## config.mk

```make
export PLATFORM = sky130hd
export DESIGN_NAME = i2s_dual_clk
export DESIGN_NICKNAME = d
export VERILOG_FILES = /design/src/rtl/i2s_dual_clk.sv
export SDC_FILE = /design/constraint.sdc
export NUM_CORES = 1
export LEC_CHECK = 0
export ABC_AREA = 1
export CORE_ASPECT_RATIO = 1.75
export CORE_MARGIN = 2
export CORE_UTILIZATION = 58
export DETAILED_ROUTE_END_ITERATION = 12
export GPL_ROUTABILITY_DRIVEN = 0
export PLACE_DENSITY = 0.79
export SYNTH_ARGS = -nofsm -noshare
export SYNTH_HDL_FRONTEND = slang
export SYNTH_SLANG_ARGS = --single-unit
```

## constraint.sdc

```tcl
create_clock -name ck -period 1.75 [get_ports ck]
set_input_delay 0.525 -clock ck [delete_from_list [all_inputs] [get_ports ck]]
set_output_delay 0.525 -clock ck [all_outputs]
set_load 0.03 [all_outputs]
```

## src/rtl/i2s_dual_clk.sv

```systemverilog
// -----------------------------------------------------------------------------
// i2s_dual_clk
//
// Purpose
//   Produces the I2S bit clock, word select and frame position used by the
//   audio DSP datapath. An internal generator free-runs from ck. When a
//   well-formed external I2S master is seen on ext_sck/ext_ws (two
//   consecutive frame starts exactly 64 bit clocks apart), the outputs switch
//   over to that master. If the master stops toggling, or sends a frame of
//   the wrong length, the outputs fall back to the internal generator.
//
// Ports
//   ck          system clock, all logic on its rising edge
//   rst         synchronous, active-high reset
//   ext_sck     external I2S bit clock (asynchronous to ck)
//   ext_ws      external I2S word select (asynchronous to ck)
//   sck         selected bit clock
//   ws          selected word select (0 = left, 1 = right)
//   en          one-ck strobe on each selected sck rising edge
//   frame_posn  bit index within the 64-bit frame, 0 = first bit after ws falls
//   external    1 while the outputs come from the external master
// -----------------------------------------------------------------------------
module i2s_dual_clk #(
    parameter int DIVIDER = 16,
    parameter int TIMEOUT = 4 * DIVIDER
) (
    input  logic       ck,
    input  logic       rst,
    input  logic       ext_sck,
    input  logic       ext_ws,
    output logic       sck,
    output logic       ws,
    output logic       en,
    output logic [5:0] frame_posn,
    output logic       external
);

    localparam int DIV_W = $clog2(DIVIDER);
    localparam int WD_W  = $clog2(TIMEOUT + 1);

    localparam logic [DIV_W-1:0] DIV_LAST    = DIV_W'(DIVIDER - 1);
    localparam logic [DIV_W-1:0] DIV_HALF    = DIV_W'(DIVIDER / 2);
    localparam logic [WD_W-1:0]  WD_LIMIT    = WD_W'(TIMEOUT);
    localparam logic [6:0]       FRAME_EDGES = 7'd64;
    localparam logic [6:0]       EDGE_SAT    = 7'd127;

    typedef enum logic [1:0] {
        HUNT   = 2'd0,
        COUNT  = 2'd1,
        LOCKED = 2'd2
    } lock_state_t;

    // ------------------------------------------------------------------
    // Synchronizers. Deliberately left out of reset: clearing them would
    // fabricate an edge on the first cycles after reset whenever the
    // external clock happens to be high.
    // ------------------------------------------------------------------
    logic sck_s1_q, sck_s2_q, sck_s3_q;
    logic ws_s1_q, ws_s2_q;

    always_ff @(posedge ck) begin
        sck_s1_q <= ext_sck;
        sck_s2_q <= sck_s1_q;
        sck_s3_q <= sck_s2_q;   // previous synced value, for edge detection
        ws_s1_q  <= ext_ws;
        ws_s2_q  <= ws_s1_q;
    end

    logic ext_rise, ext_fall;
    assign ext_rise = sck_s2_q & ~sck_s3_q;
    assign ext_fall = ~sck_s2_q & sck_s3_q;

    // ------------------------------------------------------------------
    // State registers
    // ------------------------------------------------------------------
    logic [DIV_W-1:0] div_q, div_d;
    logic [5:0]       posn_int_q, posn_int_d;
    logic [5:0]       posn_ext_q, posn_ext_d;
    logic             ws_at_fall_q, ws_at_fall_d;
    logic [WD_W-1:0]  wd_q, wd_d;
    logic [6:0]       edge_cnt_q;
    lock_state_t      state_q;
    logic             external_q;
    logic             sck_q, sck_d;
    logic             ws_q, ws_d;
    logic             en_q, en_d;
    logic [5:0]       posn_q, posn_d;

    // Internal generator view
    logic sck_int, en_int, ws_int, div_wrap;
    assign sck_int  = (div_q >= DIV_HALF);
    assign en_int   = (div_q == DIV_HALF);
    assign ws_int   = posn_int_q[5];
    assign div_wrap = (div_q == DIV_LAST);

    // Frame start: ws seen low at a falling edge after being high at the
    // previous falling edge.
    logic frame_start, frame_good, timeout;
    assign frame_start = ext_fall & ~ws_s2_q & ws_at_fall_q;
    assign frame_good  = (edge_cnt_q == FRAME_EDGES);
    assign timeout     = (wd_q == WD_LIMIT);

    // Lock status as it will be after this edge; drives the output mux so
    // that the switch-over cycle already shows the external frame start.
    // Timeout takes priority over a coincident frame start.
    logic ext_next;
    always_comb begin
        ext_next = 1'b0;
        if (!timeout) begin
            case (state_q)
                COUNT:   ext_next = frame_start & frame_good;
                LOCKED:  ext_next = ~(frame_start & ~frame_good);
                default: ext_next = 1'b0;
            endcase
        end
    end

    always_comb begin
        // Internal generator
        div_d      = div_wrap ? '0 : div_q + DIV_W'(1);
        posn_int_d = div_wrap ? posn_int_q + 6'd1 : posn_int_q;
        // Keep the internal phase aligned to the master so a fallback
        // continues close to where the external frame was.
        if (ext_next && frame_start) begin
            div_d      = '0;
            posn_int_d = '0;
        end

        // External bit position
        posn_ext_d = posn_ext_q;
        if (frame_start) begin
            posn_ext_d = '0;
        end else if (ext_fall) begin
            posn_ext_d = posn_ext_q + 6'd1;
        end

        ws_at_fall_d = ext_fall ? ws_s2_q : ws_at_fall_q;

        // Watchdog saturates at the limit so timeout stays asserted
        if (ext_rise) begin
            wd_d = '0;
        end else if (timeout) begin
            wd_d = wd_q;
        end else begin
            wd_d = wd_q + WD_W'(1);
        end

        // Output mux: exactly one source per cycle, so at most one en
        if (ext_next) begin
            sck_d  = sck_s2_q;
            ws_d   = ws_s2_q;
            en_d   = ext_rise;
            posn_d = posn_ext_d;
        end else begin
            sck_d  = sck_int;
            ws_d   = ws_int;
            en_d   = en_int;
            posn_d = posn_int_q;
        end
    end

    always_ff @(posedge ck) begin
        if (rst) begin
            div_q        <= '0;
            posn_int_q   <= '0;
            posn_ext_q   <= '0;
            ws_at_fall_q <= 1'b0;
            wd_q         <= '0;
            sck_q        <= 1'b0;
            ws_q         <= 1'b0;
            en_q         <= 1'b0;
            posn_q       <= '0;
        end else begin
            div_q        <= div_d;
            posn_int_q   <= posn_int_d;
            posn_ext_q   <= posn_ext_d;
            ws_at_fall_q <= ws_at_fall_d;
            wd_q         <= wd_d;
            sck_q        <= sck_d;
            ws_q         <= ws_d;
            en_q         <= en_d;
            posn_q       <= posn_d;
        end
    end

    // ------------------------------------------------------------------
    // Lock qualification FSM. edge_cnt_q counts synced ext_sck rising
    // edges since the last frame start; it saturates so a long gap can
    // never wrap back onto a valid frame length.
    // ------------------------------------------------------------------
    always_ff @(posedge ck) begin
        if (rst) begin
            state_q    <= HUNT;
            edge_cnt_q <= '0;
            external_q <= 1'b0;
        end else begin
            external_q <= ext_next;
            if (timeout) begin
                state_q    <= HUNT;
                edge_cnt_q <= '0;
            end else if (frame_start) begin
                edge_cnt_q <= '0;
                case (state_q)
                    HUNT:    state_q <= COUNT;
                    COUNT:   state_q <= frame_good ? LOCKED : COUNT;
                    LOCKED:  state_q <= frame_good ? LOCKED : COUNT;
                    default: state_q <= HUNT;
                endcase
            end else if (ext_rise && edge_cnt_q != EDGE_SAT) begin
                edge_cnt_q <= edge_cnt_q + 7'd1;
            end
        end
    end

    assign sck        = sck_q;
    assign ws         = ws_q;
    assign en         = en_q;
    assign frame_posn = posn_q;
    assign external   = external_q;

endmodule

```

==> reports/results.tsv <==
stage	metric	value	unit
route	avgViaCountPerCell	5.09	
route	drc	0	
clocking	worstSkewPairLatency	0.29	ns
logic_synthesis	syn_area	0.00218	mm2
sta	period_share	0.869	
clocking	cts_buffer_depth	2	
logic_synthesis	synth.distinct_cells	30	
sta	hold_viol	0	
placement	dpl.cell_count	350	
placement	dpl.hpwl	2980	um
die	row_count	29	
clocking	cts_setup_buffers	0	
critical_path	arrival	1.71	ns
logic_synthesis	ys_seq_elements	48	
worst_hold_path	min_from	sck_s1_q	
die	core	0.00363	mm2
logic_synthesis	syn_inst	288	
sta	relSlewSlack	0.794	
die	die_x	50.4	um
power_and_ir_drop	p_per_area	802	mW/mm2
critical_path	critPathLaunchType	flop	
clocking	numCtsBuffers	5	
route	wire_per_inst	10.9	um
route	vias	1813	
clocking	cts.sinks	48	
clocking	cts_tree	yes	
route	drtIter0Drc	21	
critical_path	critPathMaxFanout	14	
route	finalWirelength	3880	um
placement	placed_area	0.00239	mm2
die	initial_core_util	0.602	
power_and_ir_drop	max-vdd-ir-drop	0.000637	V
worst_hold_path	worstHoldEndpoint	sck_s2_q	
route	postRouteAntennaNets	0	
sta	period_needed	1.52	ns
logic_synthesis	syn_nets	304	
clocking	root_buffer	clkbuf_8	
die	die_area	0.00429	mm2
cells_and_area	drive_above_1_share	0.0742	
cells_and_area	fin_nets	327	
logic_synthesis	syn_area_per_cell	7.58	um2
logic_synthesis	synth_top_cell_area_share	0.440	
critical_path	cp_data_required_time	1.94	ns
clocking	htreeDepth	2	
grt	antenna_found_initial	0	
sta	tightestPinTransition	0.310	ns
grt	track_usage	0.207	
route	firstDrtPassIters	5	
critical_path	end_kind	flop	
grt	grt_max_degree	15	
sta	slew_violations	0	
worst_hold_path	hold_path_class	reg -> reg	
cells_and_area	diodes	0	
logic_synthesis	synth_warnings	0	
sta	rsz0062_at_grt	no	
clocking	clkTransAtPathRegs	0.08	ns
sta	timing.fmax	0.657	GHz
cells_and_area	fin_cells	356	
critical_path	r2r_start	wd_q[0]	
power_and_ir_drop	p_leak	1.13	nW
cells_and_area	syn2layout_area_growth	13.5	%
grt	first_global_vias	1706	
grt	overflow	0	
flow_run	drv_cap	0	
logic_synthesis	synth_area_leaders	dfxtp_1 44%, nand2_1 11%, nor2_1 8.4%	
critical_path	critical_path_class	reg -> reg	
sta	setup_tns	0	ns
logic_synthesis	yosysSeqAreaShare	0.440	
placement	numPortBuffers	13	
sta	finalSetupViolCount	0	
die	fp.dieH	85.2	um
sta	finalClockSkew	0.00560	ns
critical_path	rrSetupSlack	0.23	ns
grt	grt_pass1_wl	6850	um
logic_synthesis	synth_top_area_cell	dfxtp_1	
critical_path	r2r-end	frame_posn[5]	
cells_and_area	design_area	0.00248	mm2
status	outcome	completed	
critical_path	worst_r2r_path_depth	10	
die	io_pins	14	
worst_hold_path	holdPathStages	0	
## cell type report
cell class	count	area [um2]
clock buffer	5	68.8
clock inverter	1	30.0
fill	314	1150
inverter	42	158
multi-input combinational	195	1040
sequential	48	961
tap	46	57.6
timing repair buffer	19	163
## critical path: stages, from the launching register on
cell and delay, ns:
dfxtp_1 0.38, inv_1 0.07, ha_1 0.19, nand2_1 0.06
inv_1 0.04, nand3_2 0.06, nand2_1 0.05, inv_1 0.13
nand3_4 0.17, nand3_1 0.18, nand2_1 0.08
## cell usage after synthesis
library cell   n
nand2_1       62
nor2_1        49
dfxtp_1       48
inv_1         41
nand3_1       17
a21oi_1       14
ha_1          12
xor2_1         9
nand4_1        5
nor3_1         5
xnor2_1        4
nand2_2        2
nand3b_1       2
o22ai_1        2
a21oi_2        1
buf_6          1
clkbuf_1       1
clkbuf_8       1
inv_2          1
mux2_2         1
nand3_2        1
nand3_4        1
nor2_2         1
nor2_4         1
nor3b_1        1
nor4_1         1
o21a_1         1
o21ai_0        1
o21ai_1        1
o31ai_1        1
## worst max path at each step
stage	from	endpoint	cells after the start
6_report	wd_q[0]	frame_posn[5]	10
5_1_grt	edge_cnt_q[0]	frame_posn[5]	10
4_1_cts	edge_cnt_q[0]	posn_int_q[3]	9
3_5_place_dp	rst	wd_q[2]	5
3_3_place_gp	rst	wd_q[2]	5
2_1_floorplan	wd_q[0]	frame_posn[0]	11
## layer usage
layer / GRT usage / share of wire / vias to the layer above
met2: 0.403 / 0.57 / 25
met3: 0.0370 / 0.026 / 6
met4: 0.101 / 0.017 / 0
li1: - / - / 942
met5: 0 / 0 / -
met1: 0.197 / 0.38 / 840
## placed cells by master (no fill, tap or decap)
| cell | synthesis | final |
|---|---|---|
| buf_4 | 0 | 6 |
| o21ai_1 | 1 | 1 |
| o21a_1 | 1 | 1 |
| xnor2_1 | 4 | 4 |
| nand3_4 | 1 | 1 |
| nor3_1 | 5 | 5 |
| nor3b_1 | 1 | 1 |
| mux2_2 | 1 | 1 |
| clkdlybuf4s50_1 | 0 | 3 |
| nand2_2 | 2 | 3 |
| inv_1 | 41 | 41 |
| xor2_1 | 9 | 9 |
| inv_2 | 1 | 1 |
| clkbuf_8 | 1 | 5 |
| nand2_1 | 62 | 61 |
| dfxtp_1 | 48 | 48 |
| nor2_4 | 1 | 1 |
| nor2_2 | 1 | 2 |
| o31ai_1 | 1 | 1 |
| a21oi_2 | 1 | 1 |
| o22ai_1 | 2 | 2 |
| nand4_1 | 5 | 5 |
| nand3b_1 | 2 | 2 |
| nand3_1 | 17 | 17 |
| bufinv_16 | 0 | 1 |
| nor2_1 | 49 | 48 |
| nand3_2 | 1 | 1 |
| ha_1 | 12 | 12 |
| nor4_1 | 1 | 1 |
| a21oi_1 | 14 | 14 |
| dlygate4sd2_1 | 0 | 10 |
| o21ai_0 | 1 | 1 |
## timing repair
item	CTS	global route
setup endpoints to repair	10	2
hold buffers	0	0
resized for setup	10	2
pin swaps	0	0
## state kept, by name, indices dropped and copies added (netlist names)
signal	count
ws_at_fall_q	1
state_q	2
en	1
edge_cnt_q	7
sck_s3_q	1
posn_int_q	6
frame_posn	6
sck	1
ws_s2_q	1
sck_s2_q	1
external	1
posn_ext_q	6
div_q	4
ws_s1_q	1
wd_q	7
ws	1
sck_s1_q	1
## stage by stage
step,util,worst slack (ns),power [mW],hold slack (ns)
2_1_floorplan,-,0.330,1.23,0.310
3_3_place_gp,0.658,0.111,1.27,0.311
3_5_place_dp,0.658,0.0540,1.27,0.315
4_1_cts,0.682,0.157,2.01,0.335
5_1_grt,0.683,0.0342,2.07,0.344
6_report,0.683,0.229,1.99,0.331
## kinds of logic (layout without fill, tap and decap cells)
group / after synthesis / after routing / synth area share
DFF: 48 / 48 / 0.440
xor gates and xnor gates: 13 / 13 / 0.0521
and+or+nand+nor: 148 / 148 / 0.295
buffers and inverters: 45 / 67 / 0.0854
muxes: 1 / 1 / 0.00516
adders and majority gates: 12 / 12 / 0.0688
AOI/OAI and AO/OA: 21 / 21 / 0.0533
## power breakdown
part           switching (mW)  internal [mW]  leakage [nW]  total [mW]
clock network           0.332          0.410        0.0501       0.742
registers              0.0225           1.12         0.390        1.14
logic                  0.0646         0.0431         0.691       0.108
Note: power is estimated with default switching activity, not from simulation.
